**config.mk**
```make
export PLATFORM = sky130hd
export DESIGN_NAME = mem_bus_arbiter
export DESIGN_NICKNAME = d
export VERILOG_FILES = /design/src/rtl/mem_bus_pkg.sv /design/src/rtl/mem_bus_timeout.sv /design/src/rtl/mem_bus_arbiter.sv
export SDC_FILE = /design/constraint.sdc
export NUM_CORES = 1
export LEC_CHECK = 0
export BUFFER_PORTS_ARGS = -buffer_cell sky130_fd_sc_hd__buf_2
export CORE_AREA = 10 10 114 116
export CTS_BUF_LIST = sky130_fd_sc_hd__clkbuf_8
export DETAILED_ROUTE_END_ITERATION = 10
export DIE_AREA = 0 0 124 126
export PLACE_DENSITY = 0.54
export SETUP_SLACK_MARGIN = 0.2
export SLEW_MARGIN = 20
export SYNTH_ARGS = -nofsm -noshare
export SYNTH_HDL_FRONTEND = slang
export SYNTH_HIERARCHICAL = 1
export SYNTH_SLANG_ARGS = --single-unit
```
**constraint.sdc**
```tcl
create_clock -name clk -period 1.5 [get_ports clk]
set_input_delay 0.15 -clock clk [delete_from_list [all_inputs] [get_ports clk]]
set_output_delay 0.15 -clock clk [all_outputs]
set_load 0.1 [all_outputs]
```
**src/rtl/mem_bus_pkg.sv**
```systemverilog
// Shared encodings and field widths for the two-master memory bus arbiter.
package mem_bus_pkg;

    localparam int ADDR_W = 32;
    localparam int DATA_W = 32;
    localparam int STRB_W = 4;

    typedef enum logic [1:0] {
        IDLE = 2'd0,
        GNT0 = 2'd1,
        GNT1 = 2'd2
    } state_t;

    localparam logic [1:0] GRANT_NONE = 2'b00;
    localparam logic [1:0] GRANT_M0   = 2'b01;
    localparam logic [1:0] GRANT_M1   = 2'b10;

    // Returned on watchdog termination so a fetching CPU traps.
    localparam logic [DATA_W-1:0] ILLEGAL_INSTRUCTION = 32'h0;

    typedef struct packed {
        logic              instr;
        logic [ADDR_W-1:0] addr;
        logic [DATA_W-1:0] wdata;
        logic [STRB_W-1:0] wstrb;
    } bus_req_t;

endpackage

```
**src/rtl/mem_bus_timeout.sv**
```systemverilog
// Hung-transaction watchdog: counts granted cycles without a slave response.
module mem_bus_timeout #(
    parameter int TIMEOUT_CYCLES = 1024
) (
    input  logic clk,
    input  logic reset_n,
    input  logic clear,
    input  logic enable,
    output logic expire
);

    logic [15:0] count;

    always_ff @(posedge clk) begin
        if (!reset_n)
            count <= '0;
        else if (clear)
            count <= '0;
        else if (enable)
            count <= count + 16'd1;
    end

    assign expire = enable && (count == 16'(TIMEOUT_CYCLES - 1));

endmodule

```
**src/rtl/mem_bus_arbiter.sv**
```systemverilog
// Two-master valid/ready arbiter with registered grant and locked ownership.
// Optional watchdog enabled by defining MEM_BUS_TIMEOUT_EN.
module mem_bus_arbiter
    import mem_bus_pkg::*;
#(
    parameter int FIXED_PRIORITY = 0,
    parameter int TIMEOUT_CYCLES = 1024
) (
    input  logic              clk,
    input  logic              reset_n,
    input  logic              m0_valid,
    input  logic              m0_instr,
    input  logic [ADDR_W-1:0] m0_addr,
    input  logic [DATA_W-1:0] m0_wdata,
    input  logic [STRB_W-1:0] m0_wstrb,
    output logic              m0_ready,
    output logic [DATA_W-1:0] m0_rdata,
    input  logic              m1_valid,
    input  logic              m1_instr,
    input  logic [ADDR_W-1:0] m1_addr,
    input  logic [DATA_W-1:0] m1_wdata,
    input  logic [STRB_W-1:0] m1_wstrb,
    output logic              m1_ready,
    output logic [DATA_W-1:0] m1_rdata,
    output logic              s_valid,
    output logic              s_instr,
    output logic [ADDR_W-1:0] s_addr,
    output logic [DATA_W-1:0] s_wdata,
    output logic [STRB_W-1:0] s_wstrb,
    input  logic              s_ready,
    input  logic [DATA_W-1:0] s_rdata,
    output logic [1:0]        grant,
    output logic              bus_error
);

    generate
        if (TIMEOUT_CYCLES < 2 || TIMEOUT_CYCLES > 65535) begin : g_bad_timeout
            $error("mem_bus_arbiter: TIMEOUT_CYCLES must be in 2..65535");
        end
    endgenerate

    state_t   state, state_nxt;
    logic     last_grant, last_grant_nxt;  // 0 = M0 served last, 1 = M1
    logic     own_valid, resp, expire;
    logic [DATA_W-1:0] resp_data;
    bus_req_t m0_req, m1_req, s_req;

    assign m0_req = '{instr: m0_instr, addr: m0_addr, wdata: m0_wdata, wstrb: m0_wstrb};
    assign m1_req = '{instr: m1_instr, addr: m1_addr, wdata: m1_wdata, wstrb: m1_wstrb};
    assign {s_instr, s_addr, s_wdata, s_wstrb} = s_req;

`ifdef MEM_BUS_TIMEOUT_EN
    mem_bus_timeout #(
        .TIMEOUT_CYCLES(TIMEOUT_CYCLES)
    ) u_timeout (
        .clk    (clk),
        .reset_n(reset_n),
        .clear  (state == IDLE),
        .enable ((state != IDLE) && !s_ready),
        .expire (expire)
    );
`else
    assign expire = 1'b0;
`endif

    always_ff @(posedge clk) begin
        if (!reset_n) begin
            state      <= IDLE;
            last_grant <= 1'b1;
        end else begin
            state      <= state_nxt;
            last_grant <= last_grant_nxt;
        end
    end

    always_comb begin
        state_nxt      = state;
        last_grant_nxt = last_grant;
        grant          = GRANT_NONE;
        s_req          = '0;
        s_valid        = 1'b0;
        m0_ready       = 1'b0;
        m1_ready       = 1'b0;
        m0_rdata       = '0;
        m1_rdata       = '0;
        bus_error      = 1'b0;
        own_valid      = 1'b0;
        resp           = 1'b0;
        resp_data      = '0;
        case (state)
            IDLE: begin
                if (m0_valid && m1_valid)
                    state_nxt = (FIXED_PRIORITY != 0 || last_grant) ? GNT0 : GNT1;
                else if (m0_valid)
                    state_nxt = GNT0;
                else if (m1_valid)
                    state_nxt = GNT1;
            end
            GNT0, GNT1: begin
                grant     = (state == GNT1) ? GRANT_M1 : GRANT_M0;
                own_valid = (state == GNT1) ? m1_valid : m0_valid;
                s_req     = (state == GNT1) ? m1_req : m0_req;
                // expire only fires without s_ready, so a real response always wins
                s_valid   = own_valid && !expire;
                resp      = own_valid && (s_ready || expire);
                resp_data = s_ready ? s_rdata : ILLEGAL_INSTRUCTION;
                bus_error = own_valid && expire;
                if (state == GNT1) begin
                    m1_ready = resp;
                    m1_rdata = resp ? resp_data : '0;
                end else begin
                    m0_ready = resp;
                    m0_rdata = resp ? resp_data : '0;
                end
                // a dropped request abandons the slot without touching fairness
                if (!own_valid || resp)
                    state_nxt = IDLE;
                if (resp)
                    last_grant_nxt = (state == GNT1);
            end
            default: state_nxt = IDLE;
        endcase
    end

endmodule

```
==> results of run 1 <==
[logic make-up after synthesis]
| logic type | Yosys count | synth area share [%] |
|---|---|---|
| fa+ha+maj | 4 | 2.62 |
| mux | 72 | 38.1 |
| other cells | 1 | 0.197 |
| flops | 3 | 3.15 |
| buf+inv | 31 | 7.48 |
| simple gates | 144 | 46.7 |
| compound gates | 3 | 1.77 |
[synth_stat cells, drive strengths merged]
| cell | n |
|---|---|
| nand4 | 1 |
| mux2i | 71 |
| and3 | 32 |
| ha | 4 |
| nor3 | 1 |
| buf | 13 |
| conb | 1 |
| a221o | 1 |
| nand3 | 1 |
| a21o | 1 |
| nor2b | 69 |
| inv | 4 |
| nand2b | 1 |
| a32oi | 1 |
| clkbuf | 14 |
| mux2 | 1 |
| and2 | 34 |
| dfxtp | 3 |
| nand2 | 4 |
| nor2 | 1 |
[metrics by stage]
step / instances / area [µm²]
after floorplan: 258 / 2870
after global placement: 707 / 6700
after detailed placement: 707 / 6700
after CTS: 725 / 7210
after global routing: 729 / 7460
final: 730 / 7460
[cell usage in the layout, fill, tap and decap left out, types with 2 or more instances in the layout]
cell type	synthesis	final
sky130_fd_sc_hd__clkbuf_8	0	3
sky130_fd_sc_hd__and3_4	0	32
sky130_fd_sc_hd__mux2i_1	71	20
sky130_fd_sc_hd__nand2_1	4	3
sky130_fd_sc_hd__buf_6	0	3
sky130_fd_sc_hd__buf_4	4	18
sky130_fd_sc_hd__mux2i_2	0	32
sky130_fd_sc_hd__buf_2	9	174
sky130_fd_sc_hd__buf_16	0	5
sky130_fd_sc_hd__inv_4	0	2
sky130_fd_sc_hd__inv_1	4	3
sky130_fd_sc_hd__buf_12	0	150
sky130_fd_sc_hd__clkbuf_16	0	3
sky130_fd_sc_hd__ha_2	0	2
sky130_fd_sc_hd__mux2i_4	0	19
sky130_fd_sc_hd__and2_4	0	34
sky130_fd_sc_hd__nor2b_4	0	69
sky130_fd_sc_hd__ha_4	0	2
[worst paths after layout]
kind	slack, ps	endpoint	cells past startpoint
setup / recovery	-400	s_addr[24]	8
hold / removal	230	state[0]	3
setup reg to reg	-220	state[1]	7
hold reg to reg	490	last_grant	1
[sequential cells by signal, indices dropped and copies added (netlist names)]
signal	flops
last_grant	1
state	2
[metal layers]
layer	vias to the layer above	wire length [µm]	global-route usage, %
li1	1533	-	-
met1	1512	5120	17.5
met2	191	8570	34.6
met3	14	1830	7.24
met4	2	192	3.52
met5	-	7	0
[critical path: stages (launching register included)]
cell and delay [ps]:
sky130_fd_sc_hd__dfxtp_2 320, sky130_fd_sc_hd__inv_4 80, sky130_fd_sc_hd__ha_4 170, sky130_fd_sc_hd__buf_12 110
sky130_fd_sc_hd__buf_12 140, sky130_fd_sc_hd__buf_12 170, sky130_fd_sc_hd__mux2i_2 290, sky130_fd_sc_hd__nor2b_4 80
sky130_fd_sc_hd__buf_12 170
[area by class of cell]
class                      count  area (µm²)
inverter                       4        20.0
antenna                        1        2.50
fill                         751        3230
clock buffer                   3        41.3
tap                          140         175
timing repair buffer         354        4290
clock inverter                 1        3.75
sequential                     3        65.1
multi-input combinational    224        2870
[what timing repair did]
action	4_1_cts	5_1_grt
buffers inserted	8	1
hold endpoints to repair	0	0
hold buffers	0	0
gates cloned	6	3
endpoints found under the setup margin	141	140
pin swaps	5	8
gates resized for setup	64	23
[report_power, final]
part | total (mW) | internal (mW) | switching [mW] | leakage (nW)
logic | 6.88 | 2.92 | 3.96 | 3.13
clock network | 0.227 | 0.174 | 0.0529 | 0.0269
registers | 0.102 | 0.0916 | 0.0104 | 0.0257
total | 7.20 | 3.18 | 4.02 | 3.19
==> impl_metrics.tcl, run 1 <==
set metrics [dict create \
    outcome "complete, but fails checks" \
    violations "setup timing" \
    yosys.area.top_type "sky130_fd_sc_hd__mux2i_1" \
    syn_to_final_growth_pct 291 \
    die_height_um 126 \
    drc_errors 0 \
    pre_cts_slack_ps -185 \
    place.port_buffers 312 \
    floorplan.die.width_um 124 \
    cts_max_path_buffers 2 \
    cts_htree_levels 1 \
    synthesis.nets 437 \
    nets 769 \
    avgSynthCellArea_um2 7.39 \
    ir_worst_vdd_mv 0.618 \
    timing.critical_path.fanout_max 11 \
    crit-reg2reg-launch "state[0]" \
    overflow 0 \
    power_density_nw_per_um2 965 \
    post-route-period-util_pct 127 \
    setup.worst_path.start "state[0]" \
    cts_root_buffer "sky130_fd_sc_hd__clkbuf_8" \
    crit_path_end_kind "output pin" \
    critPathArrivalTime_ps 1750 \
    leakagePower_nw 3.19 \
    start_util_pct 17.8 \
    setup-tns-final_ps -47290 \
    cts_sinks 3 \
    tritoncts_clock_tree "done" \
    dieArea_um2 15600 \
    numCtsBuffers 3 \
    synth_largest_type_area_fraction_pct 37.3 \
    utilization_pct 69.8 \
    grt_start_max_net_pins 39 \
    drt_pre_antenna_iters 4 \
    grt_pass1_wl_um 22000 \
    ys_ff_latch 3 \
    core_um2 10700 \
    unrepaired_setup_endpoints_after_global_routing "yes" \
    finalWeightedCongestion 0.815 \
    cts.clk_slew.worst_paths_ps 30 \
    tmin_final_ps 1900 \
    setup-violations-final 139 \
    placementRows 38 \
    drive_above_1_share_pct 94.2 \
    antenna_violating_nets_post_route 0 \
    timing.fmax_ghz 0.525 \
    groute.usage.overall_pct 18.1 \
    hold_viol_final 0 \
    worstHoldStart "reset_n" \
    final_max_slew_viol_count 0 \
    vias_in_the_first_global_route 3630 \
    post_synth_main_area_contributors "sky130_fd_sc_hd__mux2i_1 (37%), sky130_fd_sc_hd__nor2b_1 (23%), sky130_fd_sc_hd__and2_1 (11%)" \
    worst_setup_path_start_kind "flip-flop" \
    cap_violations 0 \
    io_pins 314 \
    critical_path_required_ps 1350 \
    dp.final_hpwl_um 12900 \
    seq_area_frac_synth_pct 3.15 \
    wl_um 15700 \
    route.detailed.wl_per_inst_um 21.5 \
    post_synth_num_cell_types 21 \
    finalWorstSetupSlack_ps -405 \
    power_mw 7.20 \
    worst_skew_pair.late_latency_ps 220 \
    first_drt_iteration_drcs 48 \
    dr_total_vias 3252 \
    number_of_vias_per_cell 4.45 \
    hold_ws_ps 232 \
    worst_clock_skew_ps 1.36 \
    hold_class "input port to flip-flop" \
    netlist_instances 258 \
    yosysWarningCount 6 \
    critPathKind "flip-flop to output pin" \
    synth.cell_area_um2 1910 \
    antenna_found_initial 2 \
]
Note: power is estimated with default switching activity, not from simulation.
==> run 2: changes to the inputs <==
ABC_AREA = 1   (was not set)
PLACE_DENSITY = 0.51   (was 0.54)
==> run 2 against run 1 <==
  * The flow still finishes with violations (setup timing)
  * Fmax decreased by 2.0%
  * Highest routed layer is now met4
  * Power up 72%
  * Register-to-register slack gained 80 ps
  * Core utilization up 4.3 points
  * Sequential cell count unchanged
  * Clock power barely moved
  * Die area unchanged
  * Setup slack worse by 38 ps
  * Critical path depth unchanged
==> impl_metrics.tcl, run 2 <==
set metrics [dict create \
    yosys.area.top_type "sky130_fd_sc_hd__nor2_1" \
    groute.usage.overall_pct 20.9 \
    worst_setup_path_start_kind "flip-flop" \
    antenna_violating_nets_post_route 0 \
    synth.cell_area_um2 1680 \
    ir_worst_vdd_mv 1.06 \
    antenna_found_initial 0 \
    worst_skew_pair.late_latency_ps 210 \
    crit_top_cell "sky130_fd_sc_hd__inv_4" \
    place.port_buffers 312 \
    violations "setup timing" \
    r2r_slack_ps -140 \
    cts_htree_levels 1 \
    synth.most_common_cell "sky130_fd_sc_hd__nor2_1" \
    core_um2 10700 \
    hold_viol_final 0 \
    yosys_most_used_dff "sky130_fd_sc_hd__dfxtp_1" \
    outcome "complete, but fails checks" \
    worst_path_dominant_cell_family "buffers and inverters" \
    number_of_gates_on_the_worst_path_with_buffers_counted 8 \
    mostFrequentLayoutCell "sky130_fd_sc_hd__buf_2" \
    cts_root_buffer "sky130_fd_sc_hd__clkbuf_8" \
    numCtsBuffers 3 \
    finalWorstSetupSlack_ps -443 \
    worst_r2r_endpoint "state[0]" \
    drc_errors 0 \
    seq_area_frac_synth_pct 3.58 \
    tritoncts_clock_tree "done" \
    tmin_final_ps 1940 \
    netlist_instances 374 \
    synthesis.nets 553 \
    drive_above_1_share_pct 87.7 \
    post-route-period-util_pct 130 \
    crit_path_end_kind "output pin" \
    crit-reg2reg-launch "state[1]" \
    layout_common_cells "sky130_fd_sc_hd__buf_2 (174), sky130_fd_sc_hd__buf_12 (151), sky130_fd_sc_hd__nor2_4 (135), sky130_fd_sc_hd__o21ai_2 (45), sky130_fd_sc_hd__nor2_2 (41)" \
    synth_largest_type_area_fraction_pct 43.9 \
    critPathKind "flip-flop to output pin" \
    crit_end "m0_rdata[7]" \
    final_max_slew_viol_count 0 \
    cts.clk_slew.worst_paths_ps 30 \
    slowest_cell_on_the_critical_path "sky130_fd_sc_hd__dfxtp_4" \
    placementRows 38 \
    vias_in_the_first_global_route 4337 \
    yosysWarningCount 6 \
    syn_to_final_growth_pct 373 \
    dieArea_um2 15600 \
    setup-tns-final_ps -48220 \
    timing.fmax_ghz 0.515 \
    post_synth_num_cell_types 18 \
    power_density_nw_per_um2 1560 \
    first_drt_iteration_drcs 126 \
    wl_um 17400 \
    reg_top3 "state: 2 flops, last_grant: 1 flops" \
    timing.critical_path.fanout_max 7 \
    drt_pre_antenna_iters 4 \
    number_of_vias_per_cell 4.48 \
    nets 902 \
    critical_path_required_ps 1350 \
    largest-register "state" \
    grt_start_max_net_pins 26 \
    cts_max_path_buffers 2 \
    post_synth_main_area_contributors "sky130_fd_sc_hd__nor2_1 (44%), sky130_fd_sc_hd__o21ai_0 (21%), sky130_fd_sc_hd__inv_1 (8.5%)" \
    unrepaired_setup_endpoints_after_global_routing "yes" \
    dr_total_vias 3858 \
    slowest_delay_ps 370 \
    dp.final_hpwl_um 13000 \
    die_height_um 126 \
    route.detailed.wl_per_inst_um 20.2 \
    floorplan.die.width_um 124 \
    critPathArrivalTime_ps 1790 \
    hold_class "input port to flip-flop" \
    overflow 0 \
    cap_violations 0 \
    avgSynthCellArea_um2 4.48 \
    synth_edf_count 0 \
    r2r_cells 9 \
    ys_ff_latch 3 \
    synth_top_cells_by_count "sky130_fd_sc_hd__nor2_1 (196), sky130_fd_sc_hd__o21ai_0 (70), sky130_fd_sc_hd__inv_1 (38)" \
    timing.critical_path.buf_inv 5 \
    cts_sinks 3 \
    io_pins 314 \
    grt_pass1_wl_um 25600 \
    leakagePower_nw 3.33 \
    utilization_pct 74.1 \
    min_path_cells 2 \
    antenna_cells 0 \
    setup-violations-final 138 \
    start_util_pct 15.7 \
    synth_async_sr_flop_share_pct 0 \
    setup.worst_path.start "state[1]" \
    largest_register_ff_count 2 \
    timing.critical_path.cells "inv_4 -> ha_4 -> inv_4 -> nor3_4 -> inv_4 -> clkbuf_16 -> nor2_4 -> buf_12" \
    worst_clock_skew_ps 1.22 \
    finalWeightedCongestion 0.818 \
]
[run 2: cell types whose count changed after synthesis, sizes merged, moves of 2 or more]
cell    previous run  this run
nor2b             69         0
buf               13        11
nor2               1       206
mux2i             71         0
nand2              4        10
clkbuf            14        18
inv                4        40
and3              32         0
nand3              1         6
o21ai              0        70
and2              34         0
a21oi              0         3
[run 2: how the worst min path moves through the flow]
| stage | from | endpoint | slack, ps |
|---|---|---|---|
| floorplan | reset_n | last_grant | 230 |
| global placement | reset_n | last_grant | 370 |
| detailed placement | reset_n | last_grant | 380 |
| CTS | reset_n | last_grant | 160 |
| global route | reset_n | last_grant | 170 |
| finish | reset_n | last_grant | 160 |
[run 2: cells by family (layout without fill, tap and decap cells)]
family,count (synthesis),count (layout),share of synthesized area (%)
buffers and inverters,70,418,18.4
other,1,1,0.224
adder cells (fa/ha/maj),4,4,2.99
flip-flops,3,3,3.58
AO/OA/AOI/OAI,73,73,21.8
AND/OR/NAND/NOR,223,223,53.1
[run 2: timing repair]
| item | 4_1_cts | 5_1_grt |
|---|---|---|
| endpoints found under the setup margin | 139 | 140 |
| pin swaps | 52 | 10 |
| hold buffers | 0 | 0 |
| hold endpoints to repair | 0 | 0 |
| buffers inserted | 18 | 3 |
| gates cloned | 12 | 3 |
| resized for setup | 187 | 28 |
[run 2: through the flow]
stage	power, mW	worst slack [ps]	std cells	cell area, µm²	hold slack [ps]
2_1_floorplan	6.64	-1300	374	2780	234
3_3_place_gp	10.0	-262	822	6640	367
3_5_place_dp	10.1	-272	822	6640	377
4_1_cts	12.1	-425	856	7690	155
5_1_grt	12.8	-489	862	7930	165
6_report	12.4	-443	862	7930	155
[run 2: power by group]
part | switching (mW) | internal [mW]
combinational | 7.46 | 4.59
clock | 0.0514 | 0.174
sequential | 0.0160 | 0.0986
total | 7.53 | 4.86
[run 2: metal layers]
layer / track usage [%] / wire length, µm / up-vias
met3: 5.94 / 1470 / 22
met5: 0 / 0 / -
met2: 41.5 / 10100 / 173
met4: 4.07 / 286 / 0
li1: - / - / 1847
met1: 20.4 / 5530 / 1816
[run 2: worst register-to-register path, delay by kind of cell (launching register included)]
| family | cells | cell delay, ps |
|---|---|---|
| fa+ha+maj | 1 | 310 |
| flops | 1 | 370 |
| compound gates | 1 | 140 |
| simple gates | 2 | 150 |
| buf+inv | 5 | 570 |
[run 2: final cells by class]
class                      count  area (µm²)
clock inverter                 1        3.75
fill                         762        2770
tap                          140         175
multi-input combinational    301        2830
inverter                      41         175
sequential                     3        65.1
clock buffer                   3        41.3
timing repair buffer         373        4630
==> run 3: changes to the inputs <==
SETUP_SLACK_MARGIN = 0.02   (was 0.2)
SKIP_LAST_GASP = 1   (was not set)
==> run 3 against run 2 <==
  * The flow still finishes with violations (setup timing)
  * Largest cell class unchanged
  * Design area up 0.54%
  * First-iteration DRC count is 4.8% lower
  * Final cell count is 0.12% higher
  * Via count stayed put
==> impl_metrics.tcl, run 3 (same netlist as run 2, synthesis figures left out) <==
set metrics [dict create \
    antenna_cells 0 \
    drt_pre_antenna_iters 5 \
    finalWeightedCongestion 0.818 \
    cts.clk_slew.worst_paths_ps 30 \
    seq_power_share_pct 0.9 \
    numCtsBuffers 3 \
    route.detailed.wl_per_inst_um 20.5 \
    post_cts_hold_buffer_count 0 \
    dr_total_vias 3858 \
    min_path_cells 2 \
    setup.worst_path.start "state[1]" \
    setup-violations-final 138 \
    largest_register_ff_count 2 \
    tritoncts_clock_tree "done" \
    layout_common_cells "sky130_fd_sc_hd__buf_2 (174), sky130_fd_sc_hd__buf_12 (151), sky130_fd_sc_hd__nor2_4 (135), sky130_fd_sc_hd__nor2_2 (49), sky130_fd_sc_hd__o21ai_2 (37)" \
    io_pins 314 \
    worst_r2r_endpoint "state[1]" \
    crit-reg2reg-launch "state[1]" \
    place.port_buffers 312 \
    groute.usage.overall_pct 20.5 \
    die_height_um 126 \
    critPathKind "flip-flop to output pin" \
    drive_above_1_share_pct 88.5 \
    timing.critical_path.fanout_max 7 \
    number_of_vias_per_cell 4.47 \
    unrepaired_setup_endpoints_after_global_routing "yes" \
    core_um2 10700 \
    cts_htree_levels 1 \
    finalWorstSetupSlack_ps -444 \
    mostFrequentLayoutCell "sky130_fd_sc_hd__buf_2" \
    detailed_place.area_um2 6640 \
    hold_viol_final 0 \
    placementRows 38 \
    grt_start_max_net_pins 26 \
    p_comb_share_pct 97.3 \
    timing.fmax_ghz 0.514 \
    grt_pass1_wl_um 25100 \
    crit_path_end_kind "output pin" \
    intPower_mw 4.83 \
    worst_setup_path_start_kind "flip-flop" \
    syn_to_final_growth_pct 375 \
    tmin_final_ps 1940 \
    clock_power_share_pct 1.8 \
    worst_skew_pair.late_latency_ps 220 \
    ir_worst_vdd_mv 1.03 \
    cts_root_buffer "sky130_fd_sc_hd__clkbuf_8" \
    final_max_slew_viol_count 0 \
    outcome "complete, but fails checks" \
    power_density_nw_per_um2 1560 \
    nets 903 \
    dp.final_hpwl_um 13000 \
    power.switching_mw 7.56 \
    r2r_slack_ps -130 \
    vias_in_the_first_global_route 4175 \
    drc_errors 0 \
    overflow 0 \
    cts_max_path_buffers 2 \
    critPathArrivalTime_ps 1790 \
    start_util_pct 15.7 \
    post-route-period-util_pct 130 \
    worstHoldStart "reset_n" \
    hold_class "input port to flip-flop" \
    antenna_found_initial 0 \
    r2r_cells 9 \
    violations "setup timing" \
    cap_violations 0 \
    worst_clock_skew_ps 2.28 \
    dieArea_um2 15600 \
    largest-register "state" \
    reg_top3 "state: 2 flops, last_grant: 1 flops" \
    critical_path_required_ps 1350 \
    switching_share_pct 61.0 \
    leakagePower_nw 3.33 \
    wl_um 17700 \
    cts_sinks 3 \
    floorplan.die.width_um 124 \
    first_drt_iteration_drcs 120 \
    setup-tns-final_ps -46890 \
    antenna_violating_nets_post_route 0 \
    worst_hold_path.endpoint "last_grant" \
    fin_area_um2 7970 \
]
run 3: changes by cell type in the layout (fill, tap and decap cells not counted), sizes merged:
cell and delta:
clkbuf +2, buf -1
run 3: power groups by stage:
| stage | clock network, mW | logic [mW] | registers [mW] |
|---|---|---|---|
| floorplan | 0 | 6.52 | 0.115 |
| global placement | 0 | 9.89 | 0.114 |
| detailed placement | 0 | 9.97 | 0.114 |
| CTS | 0.230 | 11.6 | 0.115 |
| global route | 0.237 | 12.4 | 0.117 |
| finish | 0.225 | 12.1 | 0.116 |
run 3: metrics by stage:
step / hold slack [ps] / setup slack [ps] / utilization [%] / power [mW] / std cells
3_3_place_gp: 367 / -262 / 62.1 / 10.0 / 822
5_1_grt: 161 / -514 / 74.5 / 12.8 / 863
6_report: 155 / -444 / 74.5 / 12.4 / 863
3_5_place_dp: 377 / -272 / 62.1 / 10.1 / 822
4_1_cts: 155 / -432 / 70.7 / 11.9 / 856
2_1_floorplan: 234 / -1300 / - / 6.64 / 374
run 3: worst max path at each step:
stage / endpoint / cells past startpoint
after global routing: m0_rdata[5] / 11
after floorplan: m0_rdata[10] / 11
after global placement: m0_rdata[11] / 10
final: m0_rdata[9] / 8
after detailed placement: m0_rdata[11] / 10
after CTS: m0_rdata[11] / 11
run 3: area by class of cell:
class                           count  area, µm²
Timing Repair Buffer              374       4620
Multi-Input combinational cell    301       2890
Clock inverter                      1       3.75
Clock buffer                        3       41.3
Fill cell                         740       2730
Inverter                           41        175
Sequential cell                     3       65.1
Tap cell                          140        175
run 3: critical path, stage by stage (launching register included):
cell                        delay (ps)
sky130_fd_sc_hd__dfxtp_4           370
sky130_fd_sc_hd__inv_4              40
sky130_fd_sc_hd__ha_4              300
sky130_fd_sc_hd__inv_4              50
sky130_fd_sc_hd__nor3_4            210
sky130_fd_sc_hd__inv_4             110
sky130_fd_sc_hd__clkbuf_16         190
sky130_fd_sc_hd__nor2_4            120
sky130_fd_sc_hd__buf_12            180
run 3: metal layers:
metal | vias to the layer above | part of all wire [%] | track usage, %
met1 | 1818 | 32 | 20.4
met3 | 24 | 8.1 | 5.85
met2 | 160 | 58 | 40.6
met5 | - | 0 | 0
li1 | 1856 | - | -
met4 | 0 | 1.5 | 3.25
run 3: repair_timing:
item | CTS | global route
setup buffers | 18 | 6
cloned | 12 | 5
pin swaps | 37 | 29
setup endpoints to repair | 137 | 138
gates resized for setup | 150 | 74
endpoints found under the hold margin | 0 | 0
